`config.mk`:
```
export PLATFORM = sky130hd
export DESIGN_NAME = demux_stream_1xn
export DESIGN_NICKNAME = d
export VERILOG_FILES = /design/src/rtl/demux_pkg.sv /design/src/rtl/demux_sat_counter.sv /design/src/rtl/demux_stream_1xn.sv
export SDC_FILE = /design/constraint.sdc
export NUM_CORES = 1
export LEC_CHECK = 0
export CAP_MARGIN = 20
export CORE_ASPECT_RATIO = 0.75
export CORE_MARGIN = 5
export CORE_UTILIZATION = 36
export DETAILED_ROUTE_END_ITERATION = 7
export PLACE_DENSITY = 0.81
export SYNTH_ARGS = -nofsm -noshare
export SYNTH_HDL_FRONTEND = slang
export SYNTH_SLANG_ARGS = --single-unit
```
`constraint.sdc`:
```
create_clock -name clk -period 1.2 [get_ports clk]
set_input_delay 0.12 -clock clk [delete_from_list [all_inputs] [get_ports clk]]
set_output_delay 0.12 -clock clk [all_outputs]
set_load 0.1 [all_outputs]
```
`src/rtl/demux_pkg.sv`:
```
// Shared types and helpers for the streaming 1-to-N demultiplexer.
package demux_pkg;

  typedef enum logic {
    EMPTY = 1'b0,
    FULL  = 1'b1
  } state_e;

  localparam int STAT_W = 16;

  function automatic logic sel_in_range(input int sel, input int n);
    return (sel >= 0) && (sel < n);
  endfunction

endpackage

```
`src/rtl/demux_sat_counter.sv`:
```
// Saturating up-counter; a synchronous clear takes priority over an increment.
module demux_sat_counter #(
  parameter int WIDTH = 16
) (
  input  logic             clk,
  input  logic             rst,
  input  logic             clr,
  input  logic             inc,
  output logic [WIDTH-1:0] cnt
);

  logic [WIDTH-1:0] cnt_q, cnt_d;

  always_comb begin
    cnt_d = cnt_q;
    if (clr) begin
      cnt_d = '0;
    end else if (inc && (cnt_q != '1)) begin
      cnt_d = cnt_q + 1'b1;
    end
  end

  always_ff @(posedge clk) begin
    if (rst) begin
      cnt_q <= '0;
    end else begin
      cnt_q <= cnt_d;
    end
  end

  assign cnt = cnt_q;

endmodule

```
`src/rtl/demux_stream_1xn.sv`:
```
// Registered 1-to-N stream demultiplexer with a single-entry holding register.
// Define DEMUX_STATS_EN to add per-channel transfer counters and a drop counter.
module demux_stream_1xn
  import demux_pkg::*;
#(
  parameter  int N         = 4,
  parameter  int W         = 8,
  localparam int SEL_W     = $clog2(N),
  parameter  bit ZERO_IDLE = 1'b1
) (
  input  logic             clk,
  input  logic             rst,
  input  logic             in_valid,
  output logic             in_ready,
  input  logic [W-1:0]     in_data,
  input  logic [SEL_W-1:0] in_sel,
  output logic [N-1:0]     out_valid,
  input  logic [N-1:0]     out_ready,
  output logic [N*W-1:0]   out_data,
  output logic             drop_pulse
`ifdef DEMUX_STATS_EN
  ,
  input  logic                  stat_clr,
  output logic [N*STAT_W-1:0]   stat_cnt,
  output logic [STAT_W-1:0]     drop_cnt
`endif
);

  state_e             state_q, state_d;
  logic [SEL_W-1:0]   hold_sel_q, hold_sel_d;
  logic [W-1:0]       hold_data_q, hold_data_d;
  logic [N-1:0]       valid_q, valid_d;
  logic               drop_q, drop_d;

  logic in_xfer;
  logic out_xfer;
  logic in_ok;

  // valid_q is one-hot or zero, so this picks the ready of the held channel only.
  assign out_xfer = |(valid_q & out_ready);
  assign in_ready = !rst && ((state_q == EMPTY) || out_xfer);
  assign in_xfer  = in_valid && in_ready;
  assign in_ok    = sel_in_range(int'(in_sel), N);

  always_comb begin
    state_d     = state_q;
    hold_sel_d  = hold_sel_q;
    hold_data_d = hold_data_q;
    valid_d     = valid_q;
    drop_d      = in_xfer && !in_ok;

    if (in_xfer && in_ok) begin
      state_d     = FULL;
      hold_sel_d  = in_sel;
      hold_data_d = in_data;
      for (int i = 0; i < N; i++) begin
        valid_d[i] = (in_sel == SEL_W'(i));
      end
    end else if (out_xfer) begin
      state_d = EMPTY;
      valid_d = '0;
    end
  end

  always_ff @(posedge clk) begin
    if (rst) begin
      state_q     <= EMPTY;
      hold_sel_q  <= '0;
      hold_data_q <= '0;
      valid_q     <= '0;
      drop_q      <= 1'b0;
    end else begin
      state_q     <= state_d;
      hold_sel_q  <= hold_sel_d;
      hold_data_q <= hold_data_d;
      valid_q     <= valid_d;
      drop_q      <= drop_d;
    end
  end

  assign out_valid  = valid_q;
  assign drop_pulse = drop_q;

  // Data lanes come straight from the holding register; no path from in_data.
  for (genvar gi = 0; gi < N; gi++) begin : g_lane
    assign out_data[gi*W +: W] =
      (!ZERO_IDLE || (hold_sel_q == SEL_W'(gi))) ? hold_data_q : '0;
  end

`ifdef DEMUX_STATS_EN
  for (genvar gi = 0; gi < N; gi++) begin : g_stat
    demux_sat_counter #(.WIDTH(STAT_W)) u_cnt (
      .clk (clk),
      .rst (rst),
      .clr (stat_clr),
      .inc (valid_q[gi] && out_ready[gi]),
      .cnt (stat_cnt[gi*STAT_W +: STAT_W])
    );
  end

  demux_sat_counter #(.WIDTH(STAT_W)) u_drop_cnt (
    .clk (clk),
    .rst (rst),
    .clr (stat_clr),
    .inc (drop_q),
    .cnt (drop_cnt)
  );
`endif

endmodule

```
Word level (Yosys, flattened, before mapping). Cells that the tools add are included.

Register bits after elaboration: 15. Output and inout bits: 38.

Multiplexer cells: 8. Eq/ne operators: 6. Bitwise operators: 2. Reduce and logical (&&, ||, !) cells: 8.

Operator list (number): $mux 8 (4); $eq 2x2->1 const B (4); $mux 4 (2); $and 4x4->4 (1); $eq 2x1->1 const B (2); $logic_not 2->1 (2); $reduce_or 4->1 (1); $logic_and 1x1->1 (2); $mux 1 (2); $reduce_bool 2->1 (1); $logic_not 1->1 (1); $logic_or 1x1->1 (1); $not 1->1 (1).

Depth between registers and ports, before layout.
Depth in word-level cells: 6. Gate-level depth with buffers: 5.

Worst setup path before layout. Ideal clock, no wire load.

Path type: register to output. Start: reg valid_q[0] (netlist: out_valid[0]). End: out in_ready. Setup slack: -1.665 ns. Data required time: 1.080 ns. Arrival: 2.745 ns. Cell stages (with the launch flop): 5. Path through: dfxtp_1 -> a22o_1 -> buf_2 -> nor3_2 -> nor2_1.

Cells in the longest elaborated chain, start to end: 4.

RTL lines: from (decl) (RTL line demux_stream_1xn.sv:32) `logic [N-1:0] valid_q, valid_d;`; from (signal assigned) (RTL line demux_stream_1xn.sv:76) `valid_q <= valid_d;`; $and 4x4->4 (RTL line demux_stream_1xn.sv:40) `assign out_xfer = |(valid_q & out_ready);`; $reduce_or 4->1 (RTL line demux_stream_1xn.sv:40); $logic_or 1x1->1 (RTL line demux_stream_1xn.sv:41) `assign in_ready = !rst && ((state_q == EMPTY) || out_xfer);`; $logic_and 1x1->1 (RTL line demux_stream_1xn.sv:41); to (decl) (RTL line demux_stream_1xn.sv:14) `output logic in_ready,`.

No other way between the ends.

Worst setup path in the final report.
Start: reg valid_q[2] (netlist: out_valid[2]). End: out in_ready.

The elaborated chain is that of the path after synthesis.

==> summary.md <==
| Metric | Value |
|---|---|
| 1st-iter DRT viols | 218 |
| Inserted Clock Buffers | 3 |
| Synth cell types | 27 |
| H-tree depth | 1 |
| Largest net degree at the start of global routing | 17 |
| GP Congestion | 0.903 |
| Mapped Cells | 150 |
| Worst setup path category | flip-flop to output pin |
| Reg area | 324 µm² |
| FMAX | 669 MHz |
| Skew-Pair Late Insertion Delay | 0.26 ns |
| Crit-path max FO | 7 |
| Die Ht | 58.7 µm |
| Worst path bufs/invs | 1 |
| Worst Setup EP | in_ready |
| Gate power share | 0.536 |
| CP Launch Type | flip-flop |
| Clock root cell | clkbuf_8 |
| CTS Sinks | 15 |
| WP data required | 1.08 ns |
| Ys Warns | 0 |
| Crit path arrival time | 1.38 ns |
| Status | finished with violations |
| Dpl hpwl | 3.78 mm |
| Layout Nets | 250 |
| DRC | 0 |
| Max-cap violations | 0 |
| CP max stage cell | dfxtp_4 |
| Multi-input gate area | 0.00100 mm² |
| Layout Area Growth over Synthesis | 136% |
| Sequential share of the synthesized area | 0.263 |
| Die area | 0.00440 mm² |
| Worst R2R End | hold_data_q[3] |
| Yosys reg bits | 15 |
| Post-route setup TNS | -9.34 ns |
| Avg Cell Area, Syn | 7.60 µm² |
| Final worst-path cycle share | 1.25 |
| Detail Route Antenna Nets | 0 |
| # rows | 17 |
| Crit-path cells | a22o_4 -> nor3_4 -> nor2_4 -> buf_12 |
| Number of global-route vias before repair | 1626 |
| Initial Utilization | 0.380 |
| Slew Limit Fails | 0 |
| Seq pwr share | 0.268 |
| Post-DR vias/cell | 6.56 |
| # hold bufs at CTS | 0 |
| Final Hold Vio Count | 0 |
| Min Hold Slack | 0.472 ns |
| DIE WIDTH | 75.0 µm |
| Internal | 0.00127 W |
| Drt pass-1 iters | 6 |
| Pwr Density | 843 mW/mm² |
| Critical Path Source | out_valid[2] |
| Worst Setup End Kind | output pin |
| Unrepaired setup endpoints after global routing | true |
| Critical Path Max Stage Delay | 0.35 ns |
| Critical Path Stages | 4 |
| Failing checks | negative setup slack |
| Worst vdd ir | 0.000977 V |
| Clock power share | 0.197 |
| Port Buffers | 53 |
| I/O pins | 55 |
| # diodes | 0 |
| GRT overflow | 0 |
| Util after Layout | 0.896 |
| Wirelength per Cell | 24.2 µm |
| Switching part of the total | 0.437 |
| Fill count | 111 |
| Final worst slack | -0.295 ns |
| Clock transition at path regs | 0.07 ns |
| Worst Hold Class | input pin to flip-flop |
| Setup slack at placement | -0.550 ns |
| RR Startpoint | out_valid[2] |
| R2R setup slack | -0.27 ns |
| Finish-stage setup viols | 48 |
| Core area | 0.00300 mm² |
| First-pass GRT wire length | 8.84 mm |
| Initial antenna violation count | 0 |
| Net Switching | 0.000990 W |
| Maximum clock insertion buffer count | 2 |
| Drt total wl | 6.55 mm |
| Layout cells sized above 1 | 0.634 |
| Net Count, Synth | 167 |
| Period minus WS final | 1.50 ns |
| Path depth of the worst reg2reg path | 4 |
| Leakage | 1.11 nW |
| Vias | 1772 |
| CP top delay family | flip-flops |
| Global Route Usage Sum | 0.267 |
| Clk_skew | 0.00510 ns |
| Mapped cell area | 0.00114 mm² |
| CTS tree | built |
-- cells in the mapped netlist (all sizes together) --
| library cell | number | area (µm²) |
|---|---|---|
| conb | 1 | 3.75 |
| buf | 6 | 37.5 |
| nand3 | 10 | 50.1 |
| inv | 2 | 7.51 |
| nor2 | 2 | 7.51 |
| o22ai | 1 | 6.26 |
| or3 | 1 | 6.26 |
| and3 | 8 | 50.1 |
| a22o | 2 | 17.5 |
| a22oi | 2 | 15.0 |
| nand2b | 4 | 25.0 |
| nand4 | 4 | 25.0 |
| or4 | 10 | 75.1 |
| o32ai | 3 | 26.3 |
| nor3 | 1 | 10.0 |
| nand2 | 11 | 41.3 |
| o2111ai | 10 | 87.6 |
| nor2b | 3 | 18.8 |
| and2 | 24 | 150 |
| o21a | 1 | 7.51 |
| clkbuf | 9 | 33.8 |
| nor3b | 10 | 75.1 |
| a31oi | 10 | 62.6 |
| dfxtp | 15 | 300 |
-- area by class of cell --
class	count	area share
Tap cell	38	0.0177
Multi-Input combinational cell	118	0.373
Timing Repair Buffer	93	0.469
Clock buffer	4	0.0168
Sequential cell	15	0.121
Inverter	2	0.00279
-- per-layer routing --
layer	part of all wire	routed length, µm	GRT usage
met5	0	0	0
met4	0.044	291	0.109
met3	0.12	783	0.0392
met2	0.46	3030	0.459
met1	0.37	2440	0.331
-- cell usage in the layout, fill, tap and decap left out, types with 8 or more instances in the layout --
cell type         n
dfxtp_1           8
buf_12           38
nand2_1          11
buf_4            31
o2111ai_1         8
nor3b_1          10
clkdlybuf4s50_1  15
a31oi_1          10
and2_4           24
and3_4            8
-- how the worst min path moves through the flow --
stage                   startpoint             end  slack (ns)  cells after the start
finish                out_ready[0]    out_valid[2]        0.47                      4
floorplan               in_data[1]  hold_data_q[1]        0.27                      2
global placement    hold_data_q[6]  hold_data_q[6]        0.55                      3
detailed placement  hold_data_q[5]  hold_data_q[5]        0.56                      3
global route          out_ready[0]    out_valid[3]        0.52                      4
CTS                   out_ready[0]    out_valid[2]        0.46                      4
-- per-stage QoR --
stage          area, µm²  total power (W)  std cells
6_report            2690          0.00226        270
3_3_place_gp        2390          0.00163        257
3_5_place_dp        2390          0.00167        257
4_1_cts             2560          0.00214        267
5_1_grt             2690          0.00233        270
2_1_floorplan       1260          0.00120        150
-- power by group through the flow --
stage | clock (W) | combinational [W] | sequential (W)
detailed placement | 0 | 0.00107 | 0.000596
finish | 0.000445 | 0.00121 | 0.000607
CTS | 0.000421 | 0.00113 | 0.000591
floorplan | 0 | 0.000585 | 0.000620
global placement | 0 | 0.00104 | 0.000590
global route | 0.000469 | 0.00125 | 0.000610
-- worst reg2reg max path, cell delays in order (launching register included) --
cell	delay [ns]
dfxtp_4	0.35
a22o_4	0.28
buf_4	0.16
or4_1	0.54
nand3_1	0.08
-- state kept, by name, summed over array words and instances (netlist names) --
| register | count |
|---|---|
| hold_data_q | 8 |
| hold_sel_q | 2 |
| out_valid | 4 |
| state_q | 1 |
-- kinds of logic (layout without fill, tap and decap cells) --
group,after synthesis,count (layout),synth area share
buffers and inverters,17,99,0.0691
AOI/OAI and AO/OA,29,29,0.195
DFF,15,15,0.263
and+or+nand+nor,88,88,0.469
other,1,1,0.00329
-- what timing repair did --
item	in CTS	in global routing
endpoints found under the setup margin	48	48
gates resized for setup	30	23
buffers inserted	6	5
gates cloned	0	1
pin swaps	14	10
Note: power is estimated with default switching activity, not from simulation.
